$ cat config.mk
export PLATFORM = sky130hd
export DESIGN_NAME = branch_predict_resolve_flat
export DESIGN_NICKNAME = d
export VERILOG_FILES = /design/src/rtl/branch_predict_resolve_if.sv /design/src/rtl/branch_predict_resolve.sv /design/src/flat_wrapper.sv
export SDC_FILE = /design/constraint.sdc
export NUM_CORES = 1
export LEC_CHECK = 0
export BUFFER_PORTS_ARGS = -buffer_cell sky130_fd_sc_hd__buf_2
export CORE_MARGIN = 3
export CORE_UTILIZATION = 54
export DETAILED_ROUTE_END_ITERATION = 12
export GPL_TIMING_DRIVEN = 0
export HOLD_SLACK_MARGIN = 0.05
export PLACE_DENSITY = 0.76
export SYNTH_ARGS = -nofsm -noshare
export SYNTH_HDL_FRONTEND = slang
export SYNTH_SLANG_ARGS = --single-unit
$ cat constraint.sdc
create_clock -name clk -period 3.4 [get_ports clk]
set_input_delay 0.51 -clock clk [delete_from_list [all_inputs] [get_ports clk]]
set_output_delay 0.51 -clock clk [all_outputs]
set_load 0.02 [all_outputs]
$ cat src/rtl/branch_predict_resolve_if.sv
// Purpose : Bundles the fetch-prediction, execute-resolution and statistics
//           signals of the branch unit.
// Ports   : master - pipeline side (drives PCs, flags, resolve requests)
//           slave  - branch unit side (drives prediction, outcome, counters)
interface branch_predict_resolve_if #(
   parameter int PC_W  = 16,
   parameter int CNT_W = 16
) ();
   logic [PC_W-1:0]  pred_pc;
   logic             pred_taken;
   logic             res_valid;
   logic [PC_W-1:0]  res_pc;
   logic [2:0]       res_comp_code;
   logic             res_zf;
   logic             res_lt;
   logic             res_pred_taken;
   logic             res_taken;
   logic             res_mispredict;
   logic             stat_clr;
   logic [CNT_W-1:0] stat_branches;
   logic [CNT_W-1:0] stat_mispredicts;

   modport master (
      output pred_pc, res_valid, res_pc, res_comp_code, res_zf, res_lt,
             res_pred_taken, stat_clr,
      input  pred_taken, res_taken, res_mispredict, stat_branches,
             stat_mispredicts
   );

   modport slave (
      input  pred_pc, res_valid, res_pc, res_comp_code, res_zf, res_lt,
             res_pred_taken, stat_clr,
      output pred_taken, res_taken, res_mispredict, stat_branches,
             stat_mispredicts
   );
endinterface

$ cat src/rtl/branch_predict_resolve.sv
// Purpose : Resolves conditional branches from ALU flags, trains a table of
//           2-bit saturating predictors indexed by PC, and keeps saturating
//           branch / mispredict statistics.
// Ports   : clk, rst (synchronous, active-high)
//           bp (slave) - pred_pc -> pred_taken (combinational read),
//                        res_* -> res_taken / res_mispredict (combinational),
//                        stat_clr -> stat_branches / stat_mispredicts
module branch_predict_resolve #(
   parameter int         PC_W     = 16,
   parameter int         IDX_W    = 6,
   parameter int         IDX_LSB  = 1,
   parameter logic [1:0] INIT_CTR = 2'b01,
   parameter int         CNT_W    = 16
) (
   input logic                     clk,
   input logic                     rst,
   branch_predict_resolve_if.slave bp
);
   localparam int unsigned DEPTH = 2 ** IDX_W;
   localparam logic [CNT_W-1:0] CNT_ONE = {{(CNT_W-1){1'b0}}, 1'b1};

   typedef enum logic [2:0] {
      CC_EQ     = 3'b000,
      CC_NE     = 3'b001,
      CC_LT     = 3'b010,
      CC_GE     = 3'b011,
      CC_LE     = 3'b100,
      CC_GT     = 3'b101,
      CC_ALWAYS = 3'b110,
      CC_NEVER  = 3'b111
   } cc_e;

   logic [1:0]       r_tbl [DEPTH];
   logic [CNT_W-1:0] r_branches;
   logic [CNT_W-1:0] r_mispredicts;

   logic [IDX_W-1:0] w_pidx;
   logic [IDX_W-1:0] w_ridx;
   logic             w_cond;
   logic             w_taken;
   logic             w_mispredict;

   assign w_pidx = bp.pred_pc[IDX_LSB +: IDX_W];
   assign w_ridx = bp.res_pc[IDX_LSB +: IDX_W];

   // Condition is evaluated unconditionally; res_valid only gates the result.
   always_comb begin
      w_cond = 1'b0;
      case (cc_e'(bp.res_comp_code))
         CC_EQ:     w_cond = bp.res_zf;
         CC_NE:     w_cond = ~bp.res_zf;
         CC_LT:     w_cond = bp.res_lt;
         CC_GE:     w_cond = bp.res_zf | ~bp.res_lt;
         CC_LE:     w_cond = bp.res_lt | bp.res_zf;
         CC_GT:     w_cond = ~bp.res_lt & ~bp.res_zf;
         CC_ALWAYS: w_cond = 1'b1;
         CC_NEVER:  w_cond = 1'b0;
         default:   w_cond = 1'b0;
      endcase
   end

   assign w_taken      = bp.res_valid & w_cond;
   assign w_mispredict = bp.res_valid & (w_taken ^ bp.res_pred_taken);

   // Read is from the registered table, so a same-cycle update on the same
   // index is not visible until the following cycle.
   assign bp.pred_taken       = r_tbl[w_pidx][1];
   assign bp.res_taken        = w_taken;
   assign bp.res_mispredict   = w_mispredict;
   assign bp.stat_branches    = r_branches;
   assign bp.stat_mispredicts = r_mispredicts;

   always_ff @(posedge clk) begin
      if (rst) begin
         r_tbl <= '{default: INIT_CTR};
      end else if (bp.res_valid) begin
         if (w_taken) begin
            if (r_tbl[w_ridx] != 2'b11) r_tbl[w_ridx] <= r_tbl[w_ridx] + 2'b01;
         end else begin
            if (r_tbl[w_ridx] != 2'b00) r_tbl[w_ridx] <= r_tbl[w_ridx] - 2'b01;
         end
      end
   end

   // Statistics saturate at all-ones; clear wins over a same-cycle increment.
   always_ff @(posedge clk) begin
      if (rst || bp.stat_clr) begin
         r_branches    <= '0;
         r_mispredicts <= '0;
      end else begin
         if (bp.res_valid && (r_branches != '1))
            r_branches <= r_branches + CNT_ONE;
         if (w_mispredict && (r_mispredicts != '1))
            r_mispredicts <= r_mispredicts + CNT_ONE;
      end
   end
endmodule
$ cat src/flat_wrapper.sv
// flat-port wrapper written by rule: the top's interface ports become plain ports
module branch_predict_resolve_flat 
#(
   parameter int         PC_W     = 16,
   parameter int         IDX_W    = 6,
   parameter int         IDX_LSB  = 1,
   parameter logic [1:0] INIT_CTR = 2'b01,
   parameter int         CNT_W    = 16
)
  (clk, rst, bp_pred_pc, bp_res_valid, bp_res_pc, bp_res_comp_code, bp_res_zf, bp_res_lt, bp_res_pred_taken, bp_stat_clr, bp_pred_taken, bp_res_taken, bp_res_mispredict, bp_stat_branches, bp_stat_mispredicts);
  branch_predict_resolve_if #(.PC_W(PC_W), .CNT_W(CNT_W)) bp_i ();
  input logic clk;
  input logic rst;
  input wire logic [$bits(bp_i.pred_pc)-1:0] bp_pred_pc;
  input wire logic [$bits(bp_i.res_valid)-1:0] bp_res_valid;
  input wire logic [$bits(bp_i.res_pc)-1:0] bp_res_pc;
  input wire logic [$bits(bp_i.res_comp_code)-1:0] bp_res_comp_code;
  input wire logic [$bits(bp_i.res_zf)-1:0] bp_res_zf;
  input wire logic [$bits(bp_i.res_lt)-1:0] bp_res_lt;
  input wire logic [$bits(bp_i.res_pred_taken)-1:0] bp_res_pred_taken;
  input wire logic [$bits(bp_i.stat_clr)-1:0] bp_stat_clr;
  output wire logic [$bits(bp_i.pred_taken)-1:0] bp_pred_taken;
  output wire logic [$bits(bp_i.res_taken)-1:0] bp_res_taken;
  output wire logic [$bits(bp_i.res_mispredict)-1:0] bp_res_mispredict;
  output wire logic [$bits(bp_i.stat_branches)-1:0] bp_stat_branches;
  output wire logic [$bits(bp_i.stat_mispredicts)-1:0] bp_stat_mispredicts;
  assign bp_i.pred_pc = bp_pred_pc;
  assign bp_i.res_valid = bp_res_valid;
  assign bp_i.res_pc = bp_res_pc;
  assign bp_i.res_comp_code = bp_res_comp_code;
  assign bp_i.res_zf = bp_res_zf;
  assign bp_i.res_lt = bp_res_lt;
  assign bp_i.res_pred_taken = bp_res_pred_taken;
  assign bp_i.stat_clr = bp_stat_clr;
  assign bp_pred_taken = bp_i.pred_taken;
  assign bp_res_taken = bp_i.res_taken;
  assign bp_res_mispredict = bp_i.res_mispredict;
  assign bp_stat_branches = bp_i.stat_branches;
  assign bp_stat_mispredicts = bp_i.stat_mispredicts;
  branch_predict_resolve #(.PC_W(PC_W), .IDX_W(IDX_W), .IDX_LSB(IDX_LSB), .INIT_CTR(INIT_CTR), .CNT_W(CNT_W)) u_core (.clk(clk), .rst(rst), .bp(bp_i));
endmodule
# Word level (Yosys, flattened, before mapping)
# Cells that the tools add are included.
# totals
output_inout_bits	35
inputBits	42
word_cells	116
register_bits	160
# op_classes
bitwise_logic	10
mux	14
magnitude_cmp	3
n_reduce_logical	8
addsub	4
eq_ne	11
# ops
cell	count
$mux 128	3
$bwmux 128	2
$add 16x1->16 const B	2
$ne 16x16->1 const B	2
$bmux 2 s6	2
$ge 7x7->1 const B	2
$not 6->7	2
$demux 2 s6	1
$eq 3x3->1 const B	4
$mux 2	5
$pmux 1 s8	1
$lt 7x1->1 const B	1
$eq 3x2->1 const B	2
$ne 2x2->1 const B	2
$reduce_bool 2->1	2
$and 1x1->1	3
$eq 3x1->1 const B	1
$logic_and 1x1->1	3
$logic_not 3->1	1
$reduce_and 3->1	1
$add 2x1->2 const B	1
$not 1->1	2
$or 1x1->1	2
$sub 2x1->2 const B	1
2 further kinds	2

# Depth between registers and ports, before layout
# Gate-level depths: netlist (run 1).
# depth
ltp_word	8
ltp_mapped	17
mapped_depth_nobuf	12

# Worst setup path before layout (run 1)
# OpenSTA, ideal clock, no wires.
# synth_timing
path_type	input to register
startpoint	input port bp_res_pc[3]
endpoint	register with a tool-made name
stages	14
required_ps	3259
setup_ps	141
t_arrival_ps	3552
n_path_buf	5
setup_slack_ps	-293
path_cell_list	buf_2 -> buf_2 -> buf_2 -> buf_2 -> mux4_2 -> a211oi_1 -> nor3_1 -> or4_1 -> ha_1 -> nor3_1 -> mux2i_1 -> clkbuf_1 -> o21ai_0 -> o211ai_1
# synth_lines
item	line	source
start, declared	flat_wrapper.sv:16	input wire logic [$bits(bp_i.res_pc)-1:0] bp_res_pc;

# Worst setup path in the final report (run 1)
# layout_timing
startpoint	input port bp_res_pc[3]
endpoint	register u_core.r_tbl[63] in the netlist's numbering
# layout_via
elab_chain_cells	8
# layout_rtl
item	line	source
$not 6->7 (implied by the code) (*)	branch_predict_resolve.sv:78, branch_predict_resolve.sv:80	
$bmux 2 s6 (tied with other cells)	branch_predict_resolve.sv:78, branch_predict_resolve.sv:80	
$mux 2 (implied by the code) or $logic_and 1x1->1 (tied branches)	branch_predict_resolve.sv:78, branch_predict_resolve.sv:80	
$mux 2 (implied by the code)	branch_predict_resolve.sv:78, branch_predict_resolve.sv:80	
$sub 2x1->2 (tied with other cells)	branch_predict_resolve.sv:80	if (r_tbl[w_ridx] != 2'b00) r_tbl[w_ridx] <= r_tbl[w_ridx] - 2'b01;
$bwmux 128 (on tied branches)	branch_predict_resolve.sv:80, branch_predict_resolve.sv:78	
$mux 128 (on tied branches)	branch_predict_resolve.sv:80, branch_predict_resolve.sv:78	
$mux 128	branch_predict_resolve.sv:77	if (w_taken) begin
end signal, assigned	branch_predict_resolve.sv:75	r_tbl <= '{default: INIT_CTR};
end, declared	branch_predict_resolve.sv:33	logic [1:0] r_tbl [DEPTH];
# Every way passes the cells marked *; elsewhere a longest branch is shown, timed or not. The select of a mux whose other input is x is not followed.
# A chain may end at the register's enable or synchronous reset.

==> metrics.txt, run 1 <==
# TYPE chip_impl_metric gauge
chip_impl_metric{name="htree_levels",unit=""} 4
chip_impl_metric{name="ant_nets",unit=""} 0
chip_impl_info{name="clockRootBuffer",value="sky130_fd_sc_hd__clkbuf_16"} 1
chip_impl_info{name="endpoint_kind",value="flop"} 1
chip_impl_metric{name="cts_inserted_buffers",unit=""} 17
chip_impl_info{name="tritoncts_clock_tree",value="done"} 1
chip_impl_metric{name="report.final.slew_viol_count",unit=""} 0
chip_impl_metric{name="yosys_warnings",unit=""} 0
chip_impl_info{name="setup.worst_path.class",value="in -> reg"} 1
chip_impl_metric{name="worstHoldPathCells",unit=""} 4
chip_impl_metric{name="pwr_density_cell",unit="nW/um2"} 424
chip_impl_metric{name="place_worst_setup_slack",unit="ns"} -1.30
chip_impl_metric{name="synthesized_area_per_cell",unit="um2"} 9.27
chip_impl_metric{name="total_of_buffers_placed_on_input_and_output_ports",unit=""} 50
chip_impl_metric{name="worstPathArrival",unit="ns"} 3.71
chip_impl_info{name="ys_dominant_reg_cell",value="sky130_fd_sc_hd__dfxtp_1"} 1
chip_impl_metric{name="cap_violations",unit=""} 0
chip_impl_info{name="outcome",value="finished, violations left"} 1
chip_impl_metric{name="synth_seq_area_share",unit=""} 0.377
chip_impl_info{name="violated_checks",value="negative setup slack"} 1
chip_impl_metric{name="worstRegToRegCells",unit=""} 13
chip_impl_metric{name="grt_max_degree",unit=""} 17
chip_impl_metric{name="relSlewSlack",unit=""} 0.371
chip_impl_metric{name="total_power",unit="uW"} 4420
chip_impl_metric{name="clk_pin_slew",unit="ns"} 0.07
chip_impl_metric{name="final.period_utilization",unit=""} 1.00
chip_impl_metric{name="setup_ws",unit="ns"} -0.0114
chip_impl_metric{name="clk_path_buf_depth",unit=""} 2
chip_impl_metric{name="grt_antenna_before_repair",unit=""} 0
chip_impl_metric{name="static_leakage_power",unit="uW"} 0.00387
chip_impl_metric{name="ant_diodes",unit=""} 0
chip_impl_metric{name="gr-usage-all-layers",unit=""} 0.316
chip_impl_info{name="most-common-layout-cells",value="160 x sky130_fd_sc_hd__dfxtp_1, 77 x sky130_fd_sc_hd__nand2_1, 72 x sky130_fd_sc_hd__nor2_1"} 1
chip_impl_metric{name="detailedRoute.firstPassIterationCount",unit=""} 8
chip_impl_info{name="hp-class",value="in -> reg"} 1
chip_impl_metric{name="die-width",unit="um"} 131
chip_impl_metric{name="core-area",unit="um2"} 15300
chip_impl_metric{name="routed_wirelength",unit="mm"} 28.6
chip_impl_info{name="cp-start-kind",value="input pin"} 1
chip_impl_metric{name="rows",unit=""} 45
chip_impl_metric{name="drc",unit=""} 0
chip_impl_info{name="rsz0062_at_grt",value="yes"} 1
chip_impl_metric{name="syn-instance-count",unit=""} 917
chip_impl_metric{name="setup_violations_final",unit=""} 1
chip_impl_metric{name="post_route_cells_drive_above_1_share",unit=""} 0.233
chip_impl_metric{name="half_perimeter_wire_length_of_the_detailed_placement_result",unit="mm"} 19.0
chip_impl_metric{name="cp.required",unit="ns"} 3.70
chip_impl_metric{name="critical_path_peak_fanout",unit=""} 7
chip_impl_metric{name="numClockSinks",unit=""} 160
chip_impl_info{name="most_common_cell_after_layout_fill_and_taps_aside",value="sky130_fd_sc_hd__dfxtp_1"} 1
chip_impl_metric{name="synth_area",unit="um2"} 8500
chip_impl_metric{name="layout.nets",unit=""} 1072
chip_impl_metric{name="totalNegativeSetupSlack",unit="ns"} -0.0114
chip_impl_metric{name="synth.net_count",unit=""} 963
chip_impl_metric{name="fmaxAchievable",unit="MHz"} 293
chip_impl_metric{name="clock_skew",unit="ns"} 0.0116
chip_impl_metric{name="avgViaCountPerCell",unit=""} 6.68
chip_impl_metric{name="first_global_vias",unit=""} 7601
chip_impl_metric{name="synth-edff-count",unit=""} 0
chip_impl_metric{name="floorplan.die_area",unit="um2"} 17300
chip_impl_metric{name="grt_overflow_total",unit=""} 0
chip_impl_metric{name="asyncSetResetFlopFracSynth",unit=""} 0
chip_impl_metric{name="vias",unit=""} 8346
chip_impl_metric{name="floorplan.initialDensity",unit=""} 0.555
chip_impl_metric{name="synth_cell_types",unit=""} 66
chip_impl_metric{name="postSynthRegisterBits",unit=""} 160
chip_impl_metric{name="report.final.hold_viol_count",unit=""} 0
chip_impl_metric{name="routabilityCongestion",unit=""} 0.979
chip_impl_metric{name="finalWorstPathRequiredPeriod",unit="ns"} 3.41
chip_impl_metric{name="grt_pass1_wl",unit="mm"} 43.2
chip_impl_metric{name="postCtsHoldBufs",unit=""} 0
chip_impl_metric{name="vdd_ir_drop_max",unit="V"} 0.000374
chip_impl_metric{name="die-height",unit="um"} 131
chip_impl_metric{name="avgRoutedWirePerCell",unit="um"} 22.8
chip_impl_metric{name="num-fill-cells",unit=""} 1155
chip_impl_metric{name="ios",unit=""} 77
chip_impl_metric{name="detail_route.iter0.violations",unit=""} 1377
chip_impl_metric{name="clk_latency",unit="ns"} 0.44
chip_impl_metric{name="area.growth.synth_to_final",unit="%"} 22.5
chip_impl_metric{name="tightestPinTransition",unit="ns"} 0.936
-- power by group --
group	total, uW	switching, uW	leakage (uW)	internal, uW
Clock	1890	851	0.000263	1040
Combinational	636	400	0.00231	236
Sequential	1890	7.77	0.00129	1880
-- area by class of cell --
cell class / instances / area [um2] / share of cell area
sequential: 160 / 3200 / 0.308
clock buffer: 19 / 443 / 0.0426
tap: 211 / 264 / 0.0254
inverter: 10 / 37.5 / 0.00361
clock inverter: 13 / 129 / 0.0124
multi-input combinational: 665 / 5100 / 0.490
timing repair buffer: 91 / 639 / 0.0614
buffer: 81 / 594 / 0.0571
-- through the flow --
stage / instance area (um2) / hold WS, ns / std cells / utilization
after global routing: 10400 / 0.421 / 1250 / 0.680
after global placement: 9130 / 0.440 / 1178 / 0.596
after detailed placement: 9130 / 0.449 / 1178 / 0.596
after CTS: 9970 / 0.381 / 1219 / 0.651
final: 10400 / 0.380 / 1250 / 0.680
after floorplan: 8610 / 0.430 / 917 / -
-- worst paths after layout --
kind	slack (ns)	to	from
setup / recovery	-0.01	u_core.r_tbl[63]	bp_res_pc[3]
hold / removal	0.38	u_core.bp.stat_mispredicts[5]	bp_stat_clr
setup reg to reg	0.07	u_core.r_tbl[63]	u_core.r_tbl[31]
hold reg to reg	0.46	flop	flop
-- Yosys cell counts (all sizes together) (9+ instances only) --
cell | instances | area share
clkbuf | 59 | 0.026
mux4 | 37 | 0.098
o21ai | 65 | 0.038
o31ai | 25 | 0.022
nand2 | 77 | 0.034
a21oi | 23 | 0.014
nand4 | 14 | 0.010
nand2b | 11 | 0.0081
xor2 | 11 | 0.011
dfxtp | 160 | 0.38
mux2 | 9 | 0.012
buf | 23 | 0.016
nor2 | 79 | 0.035
o211ai | 36 | 0.032
nor3 | 12 | 0.0071
a211o | 9 | 0.0093
mux2i | 75 | 0.088
o311ai | 25 | 0.026
nand3 | 44 | 0.026
-- cells by family (layout without fill, tap and decap cells) --
| kind of cell | Yosys count | after routing | synth area share |
|---|---|---|---|
| flops | 160 | 160 | 0.377 |
| compound gates | 226 | 226 | 0.184 |
| fa+ha+maj | 4 | 4 | 0.00589 |
| simple gates | 297 | 297 | 0.171 |
| mux | 121 | 121 | 0.198 |
| xor+xnor | 17 | 17 | 0.0175 |
| buf+inv | 92 | 214 | 0.0462 |
-- routing by layer --
layer | wire [um] | track usage | vias to the layer above | part of all wire
li1 | - | - | 3676 | -
met1 | 11700 | 0.451 | 3995 | 0.41
met2 | 12300 | 0.463 | 582 | 0.43
met3 | 3460 | 0.0773 | 93 | 0.12
met4 | 1120 | 0.127 | 0 | 0.039
met5 | 0 | 0 | - | 0
-- what timing repair did --
action	CTS	global route
setup endpoints to repair	128	122
buffers inserted	6	27
resized for setup	54	54
pin swaps	3	4
cloned	3	5
-- critical path: stages --
cell	delay [ns]
sky130_fd_sc_hd__buf_2	0.12
sky130_fd_sc_hd__buf_8	0.13
sky130_fd_sc_hd__buf_12	0.14
sky130_fd_sc_hd__buf_12	0.13
sky130_fd_sc_hd__mux4_2	0.28
sky130_fd_sc_hd__nand2_1	0.09
sky130_fd_sc_hd__nand2_1	0.10
sky130_fd_sc_hd__a31oi_1	0.29
sky130_fd_sc_hd__nor2_1	0.09
sky130_fd_sc_hd__or4_4	0.56
sky130_fd_sc_hd__ha_4	0.21
sky130_fd_sc_hd__nand2b_4	0.17
sky130_fd_sc_hd__nor3_4	0.16
sky130_fd_sc_hd__mux2i_4	0.17
sky130_fd_sc_hd__buf_8	0.22
sky130_fd_sc_hd__o211ai_1	0.21
sky130_fd_sc_hd__o31ai_2	0.09
Note: power is estimated with default switching activity, not from simulation.
==> inputs of run 2 (changes only) <==
- BUFFER_PORTS_ARGS: -buffer_cell sky130_fd_sc_hd__buf_2 -> unset
- CORE_UTILIZATION: 54 -> 55
- DONT_BUFFER_PORTS: unset -> 1
- PLACE_DENSITY: 0.76 -> 0.73
==> metrics.txt, run 2 (same netlist as run 1, synthesis figures left out) <==
# TYPE chip_impl_metric gauge
chip_impl_info{name="most_common_cell_after_layout_fill_and_taps_aside",value="sky130_fd_sc_hd__dfxtp_1"} 1
chip_impl_info{name="hp-class",value="in -> reg"} 1
chip_impl_metric{name="cts_inserted_buffers",unit=""} 17
chip_impl_metric{name="path_buf_inv",unit=""} 6
chip_impl_metric{name="die-height",unit="um"} 130
chip_impl_metric{name="worstPathArrival",unit="ns"} 3.74
chip_impl_info{name="setup.worst_path.class",value="in -> reg"} 1
chip_impl_metric{name="core-area",unit="um2"} 14800
chip_impl_metric{name="report.final.slew_viol_count",unit=""} 0
chip_impl_metric{name="postCtsHoldBufs",unit=""} 0
chip_impl_metric{name="cp.required",unit="ns"} 3.72
chip_impl_info{name="crit_family",value="multiplexers"} 1
chip_impl_metric{name="static_leakage_power",unit="uW"} 0.00355
chip_impl_metric{name="grt_antenna_before_repair",unit=""} 0
chip_impl_info{name="endpoint_kind",value="flop"} 1
chip_impl_metric{name="grt_max_degree",unit=""} 17
chip_impl_metric{name="layout.nets",unit=""} 1008
chip_impl_metric{name="vias",unit=""} 8090
chip_impl_metric{name="relSlewSlack",unit=""} 0.360
chip_impl_info{name="clockRootBuffer",value="sky130_fd_sc_hd__clkbuf_16"} 1
chip_impl_info{name="timing.critical_path.mode_cell",value="sky130_fd_sc_hd__buf_8"} 1
chip_impl_metric{name="avgRoutedWirePerCell",unit="um"} 24.3
chip_impl_metric{name="floorplan.initialDensity",unit=""} 0.574
chip_impl_metric{name="ios",unit=""} 77
chip_impl_metric{name="area.growth.synth_to_final",unit="%"} 17.4
chip_impl_metric{name="drc",unit=""} 0
chip_impl_metric{name="pwr_density_cell",unit="nW/um2"} 450
chip_impl_metric{name="clk_latency",unit="ns"} 0.44
chip_impl_metric{name="grt.met1_usage",unit=""} 0.462
chip_impl_metric{name="flop2flop_setup_slack",unit="ns"} 0.08
chip_impl_metric{name="report.final.hold_viol_count",unit=""} 0
chip_impl_metric{name="crit_path_max_incr_delay",unit="ns"} 0.36
chip_impl_info{name="gr-max-usage-layer",value="met2"} 1
chip_impl_metric{name="finalWorstPathRequiredPeriod",unit="ns"} 3.42
chip_impl_metric{name="num-fill-cells",unit=""} 1160
chip_impl_info{name="outcome",value="finished, violations left"} 1
chip_impl_metric{name="half_perimeter_wire_length_of_the_detailed_placement_result",unit="mm"} 19.0
chip_impl_metric{name="rows",unit=""} 44
chip_impl_metric{name="clk_pin_slew",unit="ns"} 0.06
chip_impl_metric{name="routed_wirelength",unit="mm"} 28.2
chip_impl_metric{name="first_global_vias",unit=""} 7421
chip_impl_metric{name="post_route_cells_drive_above_1_share",unit=""} 0.183
chip_impl_metric{name="floorplan.die_area",unit="um2"} 17000
chip_impl_metric{name="grt_overflow_total",unit=""} 0
chip_impl_metric{name="die-width",unit="um"} 130
chip_impl_metric{name="clk_path_buf_depth",unit=""} 2
chip_impl_metric{name="detailedRoute.firstPassIterationCount",unit=""} 5
chip_impl_info{name="crit_chain",value="buf_6, buf_12, buf_8, buf_8, mux4_2, mux2i_2, nor2_2, a21oi_1, o21ai_1, buf_4, nor4_2, ha_2, nand2b_1, nor3_2, mux2i_4, clkbuf_8, nor2_1, mux2i_1"} 1
chip_impl_metric{name="detail_route.iter0.violations",unit=""} 909
chip_impl_metric{name="global_route.usage.met2",unit=""} 0.503
chip_impl_metric{name="clock_skew",unit="ns"} 0.0106
chip_impl_metric{name="htree_levels",unit=""} 4
chip_impl_metric{name="vdd_ir_drop_max",unit="V"} 0.000429
chip_impl_metric{name="avgViaCountPerCell",unit=""} 6.98
chip_impl_info{name="crit_slowest_cell",value="sky130_fd_sc_hd__mux2i_4"} 1
chip_impl_metric{name="grtUsageMet3",unit=""} 0.0679
chip_impl_metric{name="setup_violations_final",unit=""} 2
chip_impl_metric{name="numClockSinks",unit=""} 160
chip_impl_info{name="cp-start-kind",value="input pin"} 1
chip_impl_metric{name="routabilityCongestion",unit=""} 0.990
chip_impl_metric{name="final.period_utilization",unit=""} 1.01
chip_impl_metric{name="total_of_buffers_placed_on_input_and_output_ports",unit=""} 0
chip_impl_metric{name="total_power",unit="uW"} 4480
chip_impl_metric{name="grt_pass1_wl",unit="mm"} 42.7
chip_impl_metric{name="fin_util",unit=""} 0.674
chip_impl_metric{name="tightestPinTransition",unit="ns"} 0.952
chip_impl_metric{name="gr-usage-all-layers",unit=""} 0.331
chip_impl_info{name="rsz0062_at_grt",value="yes"} 1
chip_impl_metric{name="ant_diodes",unit=""} 0
chip_impl_metric{name="fmaxAchievable",unit="MHz"} 292
chip_impl_info{name="most-common-layout-cells",value="160 x sky130_fd_sc_hd__dfxtp_1, 77 x sky130_fd_sc_hd__nand2_1, 73 x sky130_fd_sc_hd__nor2_1"} 1
chip_impl_info{name="violated_checks",value="negative setup slack"} 1
chip_impl_metric{name="critical_path_peak_fanout",unit=""} 10
chip_impl_metric{name="ant_nets",unit=""} 0
chip_impl_metric{name="cap_violations",unit=""} 0
chip_impl_info{name="tritoncts_clock_tree",value="done"} 1
chip_impl_metric{name="setup_ws",unit="ns"} -0.0194
[run 2: what timing repair did]
action | CTS | global route
gates resized for setup | 40 | 50
setup endpoints to repair | 127 | 120
pin swaps | 1 | 7
buffers inserted | 5 | 17
cloned | 2 | 2
[run 2: final cells by class]
cell class / instances / area (um2) / share of cell area
multi-input combinational: 665 / 5110 / 0.512
sequential: 160 / 3200 / 0.321
buffer: 82 / 539 / 0.0541
clock buffer: 23 / 478 / 0.0479
timing repair buffer: 26 / 249 / 0.0250
tap: 184 / 230 / 0.0231
clock inverter: 9 / 130 / 0.0130
inverter: 10 / 37.5 / 0.00376
[run 2: stage by stage]
step	instances	hold WS [ns]	instance area (um2)	TNS, ns	worst slack [ns]
2_1_floorplan	917	0.430	8610	-0.0160	-0.0156
3_3_place_gp	1101	0.441	8840	-117.21	-1.24
3_5_place_dp	1101	0.449	8840	-116.41	-1.20
4_1_cts	1140	0.277	9660	-0.0101	-0.00803
5_1_grt	1159	0.284	9980	-0.770	-0.0882
6_report	1159	0.275	9980	-0.0223	-0.0194
[run 2: path summary, 6_finish.rpt]
check / from / to / cells past startpoint
worst max-delay path: bp_res_pc[3] / u_core.r_tbl[51] / 18
worst min-delay path: bp_stat_clr / u_core.bp.stat_mispredicts[5] / 3
worst max register to register: flop / u_core.r_tbl[51] / 13
worst min register to register: flop / flop / 1
[run 2: worst min-delay path: cells and delay by family]
kind               cells  cell delay, ns
and+or+nand+nor        2            0.10
AOI/OAI and AO/OA      1            0.06
[run 2: power breakdown]
group | internal [uW] | switching, uW | total (uW) | leakage (uW)
Combinational | 200 | 376 | 576 | 0.00196
Clock | 1210 | 801 | 2010 | 0.000298
Sequential | 1880 | 9.98 | 1890 | 0.00129
Total | 3300 | 1190 | 4480 | 0.00355
[run 2: routing by layer]
metal,vias up,part of all wire
met5,-,0
met4,0,0.042
met3,102,0.098
met2,531,0.45
li1,3550,-
met1,3907,0.41
==> inputs of run 3 (changes only) <==
- PLACE_DENSITY: 0.73 -> 0.72
==> metrics.txt, run 3 (same netlist as run 1, synthesis figures left out) <==
# TYPE chip_impl_metric gauge
chip_impl_info{name="outcome",value="finished, violations left"} 1
chip_impl_info{name="violated_checks",value="negative setup slack"} 1
chip_impl_metric{name="cp.required",unit="ns"} 3.67
chip_impl_metric{name="relSlewSlack",unit=""} 0.358
chip_impl_info{name="endpoint_kind",value="flop"} 1
chip_impl_info{name="clockRootBuffer",value="sky130_fd_sc_hd__clkbuf_16"} 1
chip_impl_info{name="cp-start-kind",value="input pin"} 1
chip_impl_metric{name="half_perimeter_wire_length_of_the_detailed_placement_result",unit="mm"} 19.1
chip_impl_metric{name="cap_violations",unit=""} 0
chip_impl_metric{name="floorplan.die_area",unit="um2"} 17000
chip_impl_info{name="most-common-layout-cells",value="160 x sky130_fd_sc_hd__dfxtp_1, 77 x sky130_fd_sc_hd__nand2_1, 72 x sky130_fd_sc_hd__nor2_1"} 1
chip_impl_metric{name="crit_path_max_incr_delay",unit="ns"} 0.54
chip_impl_info{name="timing.critical_path.mode_cell",value="sky130_fd_sc_hd__buf_12"} 1
chip_impl_metric{name="clk_pin_slew",unit="ns"} 0.07
chip_impl_metric{name="first_global_vias",unit=""} 7384
chip_impl_info{name="most_common_cell_after_layout_fill_and_taps_aside",value="sky130_fd_sc_hd__dfxtp_1"} 1
chip_impl_metric{name="clk_latency",unit="ns"} 0.44
chip_impl_info{name="setup.worst_path.class",value="in -> reg"} 1
chip_impl_metric{name="grt_overflow_total",unit=""} 0
chip_impl_metric{name="total_of_buffers_placed_on_input_and_output_ports",unit=""} 0
chip_impl_info{name="crit_slowest_cell",value="sky130_fd_sc_hd__or4_4"} 1
chip_impl_metric{name="ant_nets",unit=""} 0
chip_impl_metric{name="final.period_utilization",unit=""} 1.02
chip_impl_metric{name="avgRoutedWirePerCell",unit="um"} 24.1
chip_impl_metric{name="routabilityCongestion",unit=""} 1.00
chip_impl_metric{name="drc",unit=""} 0
chip_impl_metric{name="placedInstanceArea",unit="um2"} 8840
chip_impl_metric{name="htree_levels",unit=""} 4
chip_impl_metric{name="hold_ws",unit="ns"} 0.268
chip_impl_metric{name="setup_violations_final",unit=""} 1
chip_impl_metric{name="detail_route.iter0.violations",unit=""} 974
chip_impl_metric{name="critical_path_peak_fanout",unit=""} 7
chip_impl_metric{name="grt_pass1_wl",unit="mm"} 42.1
chip_impl_metric{name="routed_wirelength",unit="mm"} 28.0
chip_impl_metric{name="grt_max_degree",unit=""} 17
chip_impl_metric{name="gr-usage-all-layers",unit=""} 0.328
chip_impl_metric{name="worstPathArrival",unit="ns"} 3.74
chip_impl_metric{name="post_route_cells_drive_above_1_share",unit=""} 0.183
chip_impl_metric{name="fmaxAchievable",unit="MHz"} 288
chip_impl_metric{name="vias",unit=""} 7977
chip_impl_metric{name="ios",unit=""} 77
chip_impl_metric{name="report.final.hold_viol_count",unit=""} 0
chip_impl_metric{name="numClockSinks",unit=""} 160
chip_impl_metric{name="clk_path_buf_depth",unit=""} 2
chip_impl_metric{name="place_worst_setup_slack",unit="ns"} -1.12
chip_impl_metric{name="grt_antenna_before_repair",unit=""} 0
chip_impl_metric{name="report.final.slew_viol_count",unit=""} 0
chip_impl_metric{name="setup_ws",unit="ns"} -0.0691
chip_impl_metric{name="area.growth.synth_to_final",unit="%"} 18.1
chip_impl_info{name="crit_chain",value="buf_12, buf_12, clkbuf_16, buf_4, nor2b_1, a2bb2oi_1, o22ai_1, a21oi_2, nor2_1, or4_4, ha_4, nand2b_4, nor2_4, mux2i_4, buf_8, o21ai_0, o311ai_0"} 1
chip_impl_metric{name="postCtsHoldBufs",unit=""} 0
chip_impl_metric{name="die-height",unit="um"} 130
chip_impl_metric{name="cts_inserted_buffers",unit=""} 17
chip_impl_metric{name="pwr_density_cell",unit="nW/um2"} 448
chip_impl_metric{name="worstHoldPathCells",unit=""} 3
chip_impl_metric{name="detailedRoute.firstPassIterationCount",unit=""} 6
chip_impl_metric{name="static_leakage_power",unit="uW"} 0.00357
chip_impl_metric{name="tightestPinTransition",unit="ns"} 0.955
chip_impl_metric{name="floorplan.initialDensity",unit=""} 0.574
chip_impl_metric{name="finalWorstPathRequiredPeriod",unit="ns"} 3.47
chip_impl_metric{name="core-area",unit="um2"} 14800
chip_impl_metric{name="total_power",unit="uW"} 4500
chip_impl_metric{name="die-width",unit="um"} 130
chip_impl_info{name="hp-class",value="in -> reg"} 1
chip_impl_info{name="tritoncts_clock_tree",value="done"} 1
chip_impl_metric{name="ant_diodes",unit=""} 0
chip_impl_metric{name="avgViaCountPerCell",unit=""} 6.89
chip_impl_metric{name="finalInstanceArea",unit="um2"} 10000
chip_impl_info{name="rsz0062_at_grt",value="yes"} 1
chip_impl_metric{name="layout.nets",unit=""} 1008
chip_impl_metric{name="vdd_ir_drop_max",unit="V"} 0.000457
chip_impl_metric{name="rows",unit=""} 44
chip_impl_metric{name="worstRegToRegCells",unit=""} 13
chip_impl_metric{name="clock_skew",unit="ns"} 0.0119
==> run 3: cell types whose count changed in the layout (fill, tap and decap cells not counted), sizes merged <==
cell	change
buf	+1
clkbuf	-2
clkinv	-2
clkinvlp	+2
==> run 3: cell type report <==
class                      instances  area (um2)
clock buffer                      22         474
clock inverter                     9         131
tap                              184         230
buffer                            82         577
fill                            1131        4770
inverter                          10        37.5
timing repair buffer              26         277
sequential                       160        3200
multi-input combinational        665        5110
==> run 3: through the flow <==
step	std cells	setup TNS [ns]	utilization
floorplan	917	-0.0160	-
global placement	1101	-109.85	0.597
detailed placement	1101	-110.06	0.597
CTS	1140	0	0.653
global route	1158	-0.752	0.678
finish	1158	-0.0691	0.678
==> run 3: final timing paths <==
path                                   end          from  slack [ns]
min reg2reg                           flop          flop        0.47
min          u_core.bp.stat_mispredicts[5]   bp_stat_clr        0.27
max reg2reg               u_core.r_tbl[61]          flop        0.07
max                                   flop  bp_res_pc[1]       -0.07
==> run 3: critical path, delay by kind of cell <==
family | cells | cell delay, ns
buffers and inverters | 5 | 0.75
AND/OR/NAND/NOR | 5 | 1.12
adder cells (fa/ha/maj) | 1 | 0.21
multiplexers | 1 | 0.13
AO/OA/AOI/OAI | 5 | 1.00
==> run 3: where the power goes <==
group	total, uW	switching [uW]	internal [uW]
Clock	2020	811	1210
Combinational	586	375	211
Sequential	1890	9.91	1880
==> run 3: what timing repair did <==
item                                    in CTS  in global routing
gates cloned                                 2                  3
pin swaps                                    2                  4
endpoints found under the setup margin     128                106
resized for setup                           47                 62
hold endpoints to repair                     0                  0
buffers inserted                             6                 15
==> run 3: routing by layer <==
metal / vias up / track usage / share of wire
met2: 439 / 0.507 / 0.46
met4: 0 / 0.150 / 0.039
met5: - / 0.0176 / 0
met1: 3866 / 0.440 / 0.41
met3: 103 / 0.0712 / 0.091
li1: 3569 / - / -
